## config.mk

```make
export PLATFORM = sky130hd
export DESIGN_NAME = arashi_cache_stream
export DESIGN_NICKNAME = d
export VERILOG_FILES = /design/src/rtl/arashi_cache_stream.sv
export SDC_FILE = /design/constraint.sdc
export NUM_CORES = 1
export LEC_CHECK = 0
export ABC_AREA = 1
export CAP_MARGIN = 25
export CORE_MARGIN = 1
export CORE_UTILIZATION = 53
export DETAILED_ROUTE_END_ITERATION = 10
export MAX_ROUTING_LAYER = met4
export PLACE_DENSITY = 0.76
export SLEW_MARGIN = 0
export SYNTH_ARGS = -nofsm -noshare
export SYNTH_HDL_FRONTEND = slang
export SYNTH_SLANG_ARGS = --single-unit
export TNS_END_PERCENT = 100
```

## constraint.sdc

```tcl
create_clock -name clk -period 3.3 [get_ports clk]
set_input_delay 0.66 -clock clk [delete_from_list [all_inputs] [get_ports clk]]
set_output_delay 0.66 -clock clk [all_outputs]
set_load 0.02 [all_outputs]
```

## src/rtl/arashi_cache_stream.sv

```systemverilog
`default_nettype none
// ============================================================================
// Module      : arashi_cache_stream
// Description : Collects one line of words from a valid/ready source, then
//               streams the words one per cycle to the thread read buffer.
//               Words are issued only while a credit is held, because the
//               read buffer drops writes when it is full.
// Revision    : 1.0 - initial release
// ============================================================================
module arashi_cache_stream #(
  parameter int DATA_WIDTH       = 32,
  parameter int MEM_WIDTH        = 4,
  parameter int THREAD_NUM_WIDTH = 2,
  parameter int LINE_WIDTH       = 3
) (
  input  logic                              clk,
  input  logic                              rstn,
  input  logic                              in_valid,
  output logic                              in_ready,
  input  logic [DATA_WIDTH-1:0]             in_data,
  input  logic                              in_last,
  output logic                              cache_ready,
  output logic [DATA_WIDTH-1:0]             cache2mem,
  input  logic [(1<<THREAD_NUM_WIDTH)-1:0]  r_ready,
  output logic                              busy,
  output logic [MEM_WIDTH-1:0]              credits
);

  localparam int                    LINE_WORDS = 1 << LINE_WIDTH;
  localparam logic [MEM_WIDTH-1:0]  CREDIT_MAX = {MEM_WIDTH{1'b1}};
  localparam logic [MEM_WIDTH-1:0]  CREDIT_ONE = MEM_WIDTH'(1);
  localparam logic [LINE_WIDTH:0]   CNT_ONE    = (LINE_WIDTH+1)'(1);
  localparam logic [LINE_WIDTH:0]   LAST_SLOT  = (LINE_WIDTH+1)'(LINE_WORDS - 1);
  localparam logic [LINE_WIDTH-1:0] PTR_ONE    = LINE_WIDTH'(1);

  typedef enum logic [1:0] {
    S_IDLE  = 2'd0,
    S_FILL  = 2'd1,
    S_DRAIN = 2'd2
  } state_t;

  state_t                 state_q;
  logic [LINE_WIDTH:0]    count_q;
  logic [LINE_WIDTH-1:0]  rd_ptr_q;
  logic [MEM_WIDTH-1:0]   credits_q;
  logic [MEM_WIDTH-1:0]   credits_d;
  logic                   in_ready_q;
  logic                   cache_ready_q;
  logic                   busy_q;
  logic [DATA_WIDTH-1:0]  issue_word_q;
  logic [DATA_WIDTH-1:0]  cache2mem_q;
  logic [DATA_WIDTH-1:0]  line_q [LINE_WORDS];

  logic w_accept;
  logic w_issue;
  logic w_ret;
  logic w_line_end;
  logic w_last_issue;

  // Handshake, issue and end-of-line decodes
  always_comb begin
    w_accept     = in_ready_q & in_valid;
    w_issue      = (state_q == S_DRAIN) && (credits_q != '0);
    w_ret        = |r_ready;
    w_line_end   = in_last || (count_q == LAST_SLOT);
    w_last_issue = w_issue && ({1'b0, rd_ptr_q} == (count_q - CNT_ONE));
  end

  // Credit update; a return that would exceed capacity is dropped
  always_comb begin
    credits_d = credits_q;
    if (w_issue && !w_ret) begin
      credits_d = credits_q - CREDIT_ONE;
    end else if (!w_issue && w_ret && (credits_q != CREDIT_MAX)) begin
      credits_d = credits_q + CREDIT_ONE;
    end
  end

  // Line storage; in IDLE count is zero so the first word lands in slot 0
  always_ff @(posedge clk) begin
    if (w_accept) begin
      line_q[count_q[LINE_WIDTH-1:0]] <= in_data;
    end
  end

  // Fill/drain controller with registered handshake, strobe and data outputs
  always_ff @(posedge clk or negedge rstn) begin
    if (!rstn) begin
      state_q       <= S_IDLE;
      count_q       <= '0;
      rd_ptr_q      <= '0;
      credits_q     <= CREDIT_MAX;
      in_ready_q    <= 1'b0;
      cache_ready_q <= 1'b0;
      busy_q        <= 1'b0;
      issue_word_q  <= '0;
      cache2mem_q   <= '0;
    end else begin
      credits_q     <= credits_d;
      cache_ready_q <= w_issue;
      if (w_issue) begin
        issue_word_q <= line_q[rd_ptr_q];
      end
      // the strobed word reaches the buffer one cycle after its strobe
      if (cache_ready_q) begin
        cache2mem_q <= issue_word_q;
      end
      case (state_q)
        S_IDLE, S_FILL: begin
          if (w_accept) begin
            count_q <= count_q + CNT_ONE;
            busy_q  <= 1'b1;
            if (w_line_end) begin
              state_q    <= S_DRAIN;
              in_ready_q <= 1'b0;
            end else begin
              state_q    <= S_FILL;
              in_ready_q <= 1'b1;
            end
          end else begin
            in_ready_q <= 1'b1;
            busy_q     <= (state_q == S_FILL);
          end
        end
        S_DRAIN: begin
          if (w_last_issue) begin
            state_q    <= S_IDLE;
            count_q    <= '0;
            rd_ptr_q   <= '0;
            in_ready_q <= 1'b1;
            busy_q     <= 1'b0;
          end else if (w_issue) begin
            rd_ptr_q <= rd_ptr_q + PTR_ONE;
          end
        end
        default: begin
          state_q    <= S_IDLE;
          count_q    <= '0;
          rd_ptr_q   <= '0;
          in_ready_q <= 1'b1;
          busy_q     <= 1'b0;
        end
      endcase
    end
  end

  assign in_ready    = in_ready_q;
  assign cache_ready = cache_ready_q;
  assign cache2mem   = cache2mem_q;
  assign busy        = busy_q;
  assign credits     = credits_q;

`ifndef SYNTHESIS
  // A return arriving with the counter already full means the downstream
  // buffer popped a word this block never sent
  a_credit_overflow: assert property (@(posedge clk) disable iff (!rstn)
    !(w_ret && !w_issue && (credits_q == CREDIT_MAX)));
`endif

endmodule
`default_nettype wire
```

==> metrics.txt <==
Seq cells post-synth 336; residual DRC count 0; CP Max Fanout 44; Worst-path clk slew 60 ps; PwrDens 846 nW/um^2; count of input and output buffers 78; GRT Util Overall 0.227; root buf cell clkbuf_16; H-tree lvl count 1; CTS tree built; CP arrival 2910 ps; Max IR drop VDD 0.000679 V; CTS max path bufs 3; Clock Latency Late Sink 560 ps; Clock Sinks 336; synth warn 0; critical path type flop to flop; HP Class input port to asynchronous set/reset pin; cell area after synthesis 13100 sq um; first-pass GRT wire length 43800 microns; status complete, no violations; f_max 0.400 GHz; Worst setup EP type flop; fin crit period 2500 ps; Die Width 159 microns; cts bufs inserted 31; Leak 5.40 nW; RSZ-0062 raised after global routing no; io pins 79; area grow syn2layout 16.5%; vias per cell 5.79; final setup fails 0; fillcell total 1728; DR pass1 iterations 5; R2R depth 6; Avg WL per Cell 19.3 microns; Detail Route Antenna Nets 0; largest net degree at the start of global routing 67; Die H 159 microns; final hold viol count 0; max-slew violation count 0; number of max-cap violations 0; Slew HR 0.515; Synth Area per Inst 13.1 sq um; worst hold margin 135 ps; setup bufs post-CTS 0; vias in the first global route 8166; required time worst endpoint 3720 ps; Post-Synthesis Cells 999; GPL Wtd Cong 0.815; synth unique cells 36; antenna fix cells 0; total grt overflow 0; syn_nets 1043; share of layout cells above drive strength 1 0.0947; post-cts sizing count 0; Worst Skew 14.5 ps; most frequent cells in the layout 256 x edfxtp_1, 164 x nor2_1, 118 x o21ai_0; DRT Wirelength 27500 microns; antenna violations before repair 0; hpwl dp 16200 microns; CP startpoint kind flop; Placed Cells 1364; fin crit share 0.757; Die Area 25400 sq um; num rows 57; commonest non-fill, non-tap cell in the layout edfxtp_1; Starting Density 0.539; final setup TNS 0 ps; sequential-to-total area share from yosys stat 0.740; non-filler cells, final 1422; via count 8235; Tot Pwr 12.9 mW; fin nets 1117; Starting DRT DRC Count 914; core region area 24300 sq um; hold-fix buffers at CTS 0; actual slew at the worst max-slew pin 727 ps
[Yosys cell counts (all sizes together)]
cell	number	area (sq um)
edfxtp	256	7690
nor2	171	658
o21ai	168	848
dfrtp	76	1900
inv	50	188
nand2	50	208
o221ai	44	385
clkbuf	35	131
buf	28	204
a21oi	26	130
nand3	26	135
o22ai	20	125
o211ai	12	90.1
mux2	8	90.1
xor2	7	61.3
dfstp	4	105
ha	4	50.1
nor3	3	26.3
xnor2	3	26.3
a31oi	2	12.5
nand4	2	12.5
nand3b	1	7.51
o21bai	1	7.51
o31ai	1	7.51
or2	1	6.26
[per-stage QoR]
| stage | worst slack [ps] | cell area [sq um] | utilization |
|---|---|---|---|
| after CTS | 822 | 15300 | 0.628 |
| after floorplan | 563 | 13100 | - |
| final | 802 | 15300 | 0.628 |
| after global placement | 543 | 14300 | 0.588 |
| after global routing | 676 | 15300 | 0.628 |
| after detailed placement | 518 | 14300 | 0.589 |
[path summary, 6_finish.rpt]
check | slack [ps] | from | to
setup reg to reg | 800 | rd_ptr_q[0] | issue_word_q[2]
setup / recovery | 800 | rd_ptr_q[0] | issue_word_q[2]
hold / removal | 140 | rstn | cache2mem[29]
max in group asynchronous | 2540 | rstn | cache2mem[18]
hold reg to reg | 480 | issue_word_q[7] | issue_word_q[7]
min in group clk | 480 | issue_word_q[7] | issue_word_q[7]
[worst max-delay path, cell delays in order, from the launching register on]
cell and delay, ps:
dfrtp_4 730, clkinv_2 570, buf_4 350, o21ai_0 180, o221ai_1 140, o211ai_1 220
o21ai_1 120
[layer usage]
metal | vias to the layer above | track usage | part of all wire
met4 | 0 | 0.0625 | 0.017
met2 | 344 | 0.358 | 0.48
met3 | 41 | 0.0281 | 0.070
met5 | - | - | 0
li1 | 3781 | - | -
met1 | 4069 | 0.314 | 0.43
[power breakdown]
group | switching [mW] | internal, mW | total [mW]
Combinational | 2.65 | 1.55 | 4.19
Sequential | 0.306 | 5.08 | 5.39
Clock | 1.47 | 1.86 | 3.33
Total | 4.43 | 8.49 | 12.9
[cell families (layout without fill, tap and decap cells)]
| family | after synthesis | in the layout | synth area share |
|---|---|---|---|
| fa+ha+maj | 4 | 4 | 0.00382 |
| simple gates | 254 | 254 | 0.0804 |
| mux | 8 | 8 | 0.00687 |
| flops | 336 | 336 | 0.740 |
| xor+xnor | 10 | 10 | 0.00668 |
| buf+inv | 113 | 212 | 0.0399 |
| compound gates | 274 | 274 | 0.123 |
[sequential cells by signal, indices dropped and copies added (netlist names)]
| signal | cells |
|---|---|
| credits | 4 |
| cache_ready | 1 |
| busy | 1 |
| line_q | 256 |
| state_q | 2 |
| issue_word_q | 32 |
| count_q | 4 |
| in_ready | 1 |
| rd_ptr_q | 3 |
| cache2mem | 32 |
[final cells by class]
class | count | area (sq um) | area share
tap | 324 | 405 | 0.0266
multi-input combinational | 550 | 2960 | 0.194
clock buffer | 40 | 840 | 0.0550
clock inverter | 18 | 111 | 0.00729
inverter | 50 | 189 | 0.0124
sequential | 336 | 9700 | 0.635
timing repair buffer | 104 | 1070 | 0.0700
Power figures use the tool's default switching activity.
